<file path="config.mk">
export PLATFORM = sky130hd
export DESIGN_NAME = cvxif_accel_unit
export DESIGN_NICKNAME = d
export VERILOG_FILES = /design/src/rtl/cvxif_accel_unit.sv
export SDC_FILE = /design/constraint.sdc
export NUM_CORES = 2
export LEC_CHECK = 0
export ABC_AREA = 1
export BUFFER_PORTS_ARGS = -buffer_cell sky130_fd_sc_hd__buf_2
export CORE_UTILIZATION = 35
export DETAILED_ROUTE_END_ITERATION = 8
export PLACE_DENSITY = 0.53
export SETUP_SLACK_MARGIN = 0.15
export SLEW_MARGIN = 20
export SYNTH_ARGS = -nofsm -noshare
export SYNTH_HDL_FRONTEND = slang
export SYNTH_SLANG_ARGS = --single-unit
</file>
<file path="constraint.sdc">
create_clock -name clk_i -period 3.4 [get_ports clk_i]
set_input_delay 0.34 -clock clk_i [delete_from_list [all_inputs] [get_ports clk_i]]
set_output_delay 0.34 -clock clk_i [all_outputs]
set_load 0.005 [all_outputs]
</file>
<file path="src/rtl/cvxif_accel_unit.sv">
// CV-X-IF custom-0 coprocessor: issue buffer with commit/kill tracking and an in-order 2-stage execute.
// Optional feature macro CVXIF_ACCEL_MAC_EN adds MAC/ACCRD with a shared accumulator; default is ABSD only.
module cvxif_accel_unit #(
  parameter int unsigned XLEN    = 64,
  parameter int unsigned IdWidth = 3,
  parameter int unsigned Depth   = 4
) (
  input  logic               clk_i,
  input  logic               rst_ni,
  input  logic               issue_valid_i,
  output logic               issue_ready_o,
  input  logic [31:0]        issue_instr_i,
  input  logic [IdWidth-1:0] issue_id_i,
  input  logic [XLEN-1:0]    issue_hartid_i,
  input  logic [XLEN-1:0]    issue_rs1_i,
  input  logic [XLEN-1:0]    issue_rs2_i,
  output logic               issue_accept_o,
  output logic               issue_writeback_o,
  input  logic               commit_valid_i,
  input  logic [IdWidth-1:0] commit_id_i,
  input  logic               commit_kill_i,
  output logic               result_valid_o,
  input  logic               result_ready_i,
  output logic [IdWidth-1:0] result_id_o,
  output logic [XLEN-1:0]    result_hartid_o,
  output logic [4:0]         result_rd_o,
  output logic [XLEN-1:0]    result_data_o,
  output logic               result_we_o
);
  localparam int unsigned PtrW = $clog2(Depth);
  localparam int unsigned CntW = PtrW + 1;
  localparam logic [6:0] OPC_CUSTOM0 = 7'b0001011;
  localparam logic [2:0] F3_ABSD     = 3'b010;
`ifdef CVXIF_ACCEL_MAC_EN
  localparam logic [2:0] F3_MAC      = 3'b000;
  localparam logic [2:0] F3_ACCRD    = 3'b001;
`endif

  typedef enum logic [1:0] {ST_FREE, ST_PEND, ST_COMM, ST_KILL} ent_st_e;

  typedef struct packed {
    logic [IdWidth-1:0] id;
    logic [XLEN-1:0]    hartid;
    logic [4:0]         rd;
    logic [2:0]         funct3;
    logic [XLEN-1:0]    rs1;
    logic [XLEN-1:0]    rs2;
  } ent_t;

  // ---------------- decode ----------------
  logic [2:0] dec_f3;
  logic       dec_ok;
  logic       unused_instr;

  assign dec_f3       = issue_instr_i[14:12];
  assign unused_instr = ^issue_instr_i[24:15];

  always_comb begin
    dec_ok = 1'b0;
    if (issue_instr_i[6:0] == OPC_CUSTOM0 && issue_instr_i[31:25] == 7'd0) begin
`ifdef CVXIF_ACCEL_MAC_EN
      dec_ok = (dec_f3 == F3_MAC) || (dec_f3 == F3_ACCRD) || (dec_f3 == F3_ABSD);
`else
      dec_ok = (dec_f3 == F3_ABSD);
`endif
    end
  end

  assign issue_accept_o    = dec_ok;
  assign issue_writeback_o = dec_ok;

  // ---------------- issue buffer ----------------
  ent_st_e         st_q  [Depth];
  ent_t            ent_q [Depth];
  logic [PtrW-1:0] head_q, tail_q;
  logic [CntW-1:0] cnt_q;
  ent_t            ent_in;
  ent_st_e         head_st;
  ent_t            head_ent;
  logic            push, pop;

  logic            s1_vld_q, s2_vld_q;
  logic            s2_adv, s1_fire, s1_free, s1_load;

  always_comb begin
    ent_in        = '0;
    ent_in.id     = issue_id_i;
    ent_in.hartid = issue_hartid_i;
    ent_in.rd     = issue_instr_i[11:7];
    ent_in.funct3 = dec_f3;
    ent_in.rs1    = issue_rs1_i;
    ent_in.rs2    = issue_rs2_i;
  end

  // Readiness looks only at the registered count, so a same-cycle pop does not reopen the buffer.
  assign issue_ready_o = (cnt_q < CntW'(Depth));
  assign push          = issue_valid_i && issue_ready_o && dec_ok;
  assign head_st       = st_q[head_q];
  assign head_ent      = ent_q[head_q];

  assign s2_adv  = !s2_vld_q || result_ready_i;
  assign s1_fire = s1_vld_q && s2_adv;
  assign s1_free = !s1_vld_q || s2_adv;
  assign s1_load = (head_st == ST_COMM) && s1_free;
  assign pop     = s1_load || (head_st == ST_KILL);

  always_ff @(posedge clk_i or negedge rst_ni) begin
    if (!rst_ni) begin
      for (int i = 0; i < int'(Depth); i++) begin
        st_q[i]  <= ST_FREE;
        ent_q[i] <= '0;
      end
      head_q <= '0;
      tail_q <= '0;
      cnt_q  <= '0;
    end else begin
      // Only PENDING entries match, so a commit racing the issue of its id finds nothing.
      if (commit_valid_i) begin
        for (int i = 0; i < int'(Depth); i++) begin
          if (st_q[i] == ST_PEND && ent_q[i].id == commit_id_i)
            st_q[i] <= commit_kill_i ? ST_KILL : ST_COMM;
        end
      end
      if (pop) begin
        st_q[head_q] <= ST_FREE;
        head_q       <= head_q + PtrW'(1);
      end
      if (push) begin
        st_q[tail_q]  <= ST_PEND;
        ent_q[tail_q] <= ent_in;
        tail_q        <= tail_q + PtrW'(1);
      end
      case ({push, pop})
        2'b10:   cnt_q <= cnt_q + CntW'(1);
        2'b01:   cnt_q <= cnt_q - CntW'(1);
        default: ;
      endcase
    end
  end

  // ---------------- stage 1 ----------------
  ent_t s1_q;

  always_ff @(posedge clk_i or negedge rst_ni) begin
    if (!rst_ni) begin
      s1_vld_q <= 1'b0;
      s1_q     <= '0;
    end else if (s1_load) begin
      s1_vld_q <= 1'b1;
      s1_q     <= head_ent;
    end else if (s1_fire) begin
      s1_vld_q <= 1'b0;
    end
  end

  logic [XLEN-1:0] absd, res_d;
  assign absd = (s1_q.rs1 >= s1_q.rs2) ? (s1_q.rs1 - s1_q.rs2) : (s1_q.rs2 - s1_q.rs1);

`ifdef CVXIF_ACCEL_MAC_EN
  logic [XLEN-1:0] s1_prod_q, acc_q, acc_d;

  always_ff @(posedge clk_i or negedge rst_ni) begin
    if (!rst_ni)      s1_prod_q <= '0;
    else if (s1_load) s1_prod_q <= head_ent.rs1 * head_ent.rs2;
  end

  // The op sees acc as of the stage1->stage2 move; acc updates on that same edge.
  always_comb begin
    acc_d = acc_q;
    res_d = absd;
    case (s1_q.funct3)
      F3_MAC: begin
        acc_d = acc_q + s1_prod_q;
        res_d = acc_q + s1_prod_q;
      end
      F3_ACCRD: begin
        acc_d = '0;
        res_d = acc_q;
      end
      default: ;
    endcase
  end

  always_ff @(posedge clk_i or negedge rst_ni) begin
    if (!rst_ni)      acc_q <= '0;
    else if (s1_fire) acc_q <= acc_d;
  end
`else
  logic unused_f3;
  assign res_d     = absd;
  assign unused_f3 = ^s1_q.funct3;
`endif

  // ---------------- stage 2 / result ----------------
  logic [IdWidth-1:0] s2_id_q;
  logic [XLEN-1:0]    s2_hart_q, s2_data_q;
  logic [4:0]         s2_rd_q;

  always_ff @(posedge clk_i or negedge rst_ni) begin
    if (!rst_ni) begin
      s2_vld_q  <= 1'b0;
      s2_id_q   <= '0;
      s2_hart_q <= '0;
      s2_rd_q   <= '0;
      s2_data_q <= '0;
    end else if (s1_fire) begin
      s2_vld_q  <= 1'b1;
      s2_id_q   <= s1_q.id;
      s2_hart_q <= s1_q.hartid;
      s2_rd_q   <= s1_q.rd;
      s2_data_q <= res_d;
    end else if (result_ready_i) begin
      s2_vld_q  <= 1'b0;
    end
  end

  assign result_valid_o  = s2_vld_q;
  assign result_we_o     = s2_vld_q;
  assign result_id_o     = s2_id_q;
  assign result_hartid_o = s2_hart_q;
  assign result_rd_o     = s2_rd_q;
  assign result_data_o   = s2_data_q;

endmodule

</file>
==> results by group <==
Run status
  • Status: complete, no violations

Floorplanning
  • Core area: 0.1672 mm^2
  • Cell Rows: 150
  • Die Wd: 412.5 um
  • Die Y: 412.5 um
  • Die area: 0.1701 mm^2
  • IO Pins: 377
  • Starting Density: 0.3526

CTS
  • Worst skew pair latency: 810 ps
  • Num CTS Buffers: 136
  • Clock Pin Slew Worst Setup and Hold Paths: 60 ps
  • # clock sinks: 1153
  • CTS tree: done
  • Htree depth: 4
  • Postcts setup bufs: 0
  • Clk buf depth: 3
  • Clock tree root buffer cell: clkbuf_16

Timing
  • Post-route clock period utilization: 0.9078
  • Final Critical Period: 3087 ps
  • Worst setup margin: 313.4 ps
  • Fin Clk Skew: 51.60 ps
  • Setup violators final: 0
  • Final slew viol count: 0
  • Unrepaired setup endpoints after global routing: false
  • Worst slew pin tran: 1011 ps
  • Relative slew slack: 0.3259
  • Fmax: 0.3240 GHz
  • Total negative slack: 0 ps
  • Endpoints failing hold: 0

Routing
  • DR WL met2: 86100 um
  • WL final: 194400 um
  • Vias: 52571
  • Antenna Nets Post-Route: 0
  • Met3 WL: 11260 um
  • DRT Pass-1 Iters: 8
  • Vias per cell: 4.974
  • WL per Instance: 18.39 um
  • DRC viols: 0
  • Uppermost layer routed: met5
  • Met1 wire length: 90820 um
  • Initial DRC Count: 4170

Yosys
  • Seq/Total Area, Yosys: 0.4893
  • FFs w/ async S/R, synth: 1.000
  • Synthesized area: 0.05896 mm^2
  • Syn Nets: 8218
  • Syn Inst Count: 7843
  • #FFs+latches synth: 1153
  • EDFF count, synth: 0
  • Syn Area/Cell: 7.518 um^2
  • Main synth FF type: dfrtp_1
  • Distinct cells, synth: 46
  • Ys Warns: 0

Placement
  • DP Worst Slack: 368.4 ps
  • Post-DP HPWL: 135600 um
  • I/O Buffers: 366
  • GP Congestion: 0.9801

Setup path
  • Worst Path Required: 4040 ps
  • Flop2flop setup slack: 310 ps
  • Most used cell, CP: nand2_1
  • Worst R2R Start: s1_q[64]
  • Critical path peak fanout: 15
  • CP delay by family, top: simple AND/OR/NAND/NOR gates
  • Max stage delay on crit path: 490 ps
  • CP arrival: 3730 ps
  • CP cell instances: inv_1 -> ha_1 -> fa_1 -> inv_1 -> nand2_1 -> nand2_2 -> nand2_1 -> nand2_2 -> nand2_1 -> nand2_1 -> nand2_2 -> nand3_2 -> nand2_2 -> nand2_4 -> buf_4 -> nand3_1 -> nand3_1 -> nand2_1
  • FF-to-FF path depth: 18
  • Startpoint types: flip-flop
  • Crit path kind: flip-flop to flip-flop
  • Critical path endpoint category: flip-flop
  • CP max-delay cell: fa_1
  • RR Endpoint: result_data_o[63]
  • Worst Path Buf+Inv: 3

Finish
  • Fraction of layout cells with a size suffix above 1: 0.09351
  • Nets@finish: 8633
  • Final Core Density: 0.4196
  • Layout Area Growth over Synthesis: 18.99%
  • Fillers: 17225
  • Commonest non-fill, non-tap cell in the layout: nand2_1
  • Most frequent cells in the layout: 2176 x nand2_1, 1251 x o21ai_0, 1151 x dfrtp_1

Global routing
  • Initial antenna violation count: 28
  • Largest net degree at the start of global routing: 166
  • GRT Total Usage: 0.2278
  • First-pass GRT wire length: 300400 um
  • Grt ovf: 0
  • Vias in the first global route: 50493

Pwr
  • Lkg Pwr: 35.70 nW
  • P per Cell Area: 1015 mW/mm^2
  • Pwr Total: 71.19 mW
  • Worst vdd ir: 823.0 uV

Worst hold path
  • Hold_sp: commit_id_i[2]
  • Min-Delay Path Class: input port to flip-flop
  • Min-Delay Endpoint: st_q[7]
  • WHS Path Cells: 5

Flow run
  • Max-cap violations: 0
## cell type report
class	instances	area [um^2]	area share
tap	2204	2758	0.03930
multi-input combinational	5299	24750	0.3527
antenna	3	7.507	0.0001070
clock buffer	192	3874	0.05521
clock inverter	51	812.0	0.01157
sequential	1153	28860	0.4113
inverter	970	3654	0.05207
timing repair buffer	698	5453	0.07772
## repair_timing
item                                    4_1_cts  5_1_grt
hold buffers                                212        0
endpoints found under the setup margin        0        0
endpoints found under the hold margin       881        0
gates resized for setup                       0        0
## cells in the mapped netlist, types with 2 or more instances
cell type,instances,area (um^2)
a21oi_1,297,1486
a21oi_2,2,17.52
and3_1,4,25.02
buf_1,27,101.4
buf_2,93,465.5
buf_4,4,30.03
buf_6,6,67.56
buf_8,2,30.03
clkbuf_1,277,1040
clkbuf_2,12,60.06
dfrtp_1,1153,28850
fa_1,3,60.06
ha_1,136,1702
inv_1,952,3573
inv_2,17,63.81
nand2_1,2177,8172
nand2_2,28,175.2
nand3_1,228,1141
nand3b_1,5,37.54
nand4_1,40,250.2
nor2_1,751,2819
nor2_2,7,43.79
nor2_4,6,67.56
nor3_1,15,75.07
nor4_1,3,18.77
o211ai_1,5,37.54
o21ai_0,1251,6261
o21ai_1,53,265.3
o21ai_2,10,87.58
o21bai_1,2,15.01
o22ai_1,201,1257
or2_2,2,12.51
xnor2_1,25,219.0
xor2_1,37,324.1
## routing by layer
layer	GRT usage	up-vias
li1	-	25707
met1	0.3179	25071
met2	0.3550	1431
met3	0.04219	322
met4	0.07395	40
met5	0	-
## cell families after synthesis
family	share of synthesized area
muxes	0.0001910
xor gates and xnor gates	0.009209
buffers and inverters	0.09218
AOI/OAI and AO/OA	0.1607
and+or+nand+nor	0.2186
DFF	0.4893
adders and majority gates	0.02988
## where the power goes
| part | internal [mW] | total (mW) | switching (mW) |
|---|---|---|---|
| Combinational | 11.9 | 38.8 | 26.9 |
| Clock | 8.84 | 15.2 | 6.35 |
| Sequential | 16.0 | 17.2 | 1.27 |
## worst min-delay path: cells and delay by family
kind                   cells  cell delay (ps)
buffers and inverters      1              140
AO/OA/AOI/OAI              1              140
AND/OR/NAND/NOR            3              240
## state kept, by name (all words and copies together), names as in the netlist
name             count
cnt_q                3
result_rd_o          5
s1_q               200
st_q                 8
result_hartid_o     64
result_id_o          3
head_q               2
s1_vld_q             1
tail_q               2
result_valid_o       1
ent_q              800
result_data_o       64
## worst max-delay path by stage
| stage | from | to | slack (ps) | cells after the start |
|---|---|---|---|---|
| finish | s1_q[64] | result_data_o[63] | 310 | 18 |
| global route | s1_q[64] | result_data_o[33] | 180 | 18 |
| CTS | s1_q[64] | result_data_o[63] | 350 | 18 |
| detailed placement | s1_q[64] | result_data_o[49] | 370 | 18 |
| global placement | s1_q[64] | result_data_o[49] | 390 | 18 |
| floorplan | s1_q[0] | result_data_o[62] | 1050 | 18 |
## metrics by stage
stage	std cells	instance area [um^2]	hold WS, ps
6_report	10570	70160	100.7
5_1_grt	10570	70160	104.0
3_3_place_gp	10112	63350	399.3
3_5_place_dp	10112	63350	394.0
2_1_floorplan	7843	58960	44.41
4_1_cts	10567	70150	17.16
No activity file was read; power rests on OpenSTA's default activity.
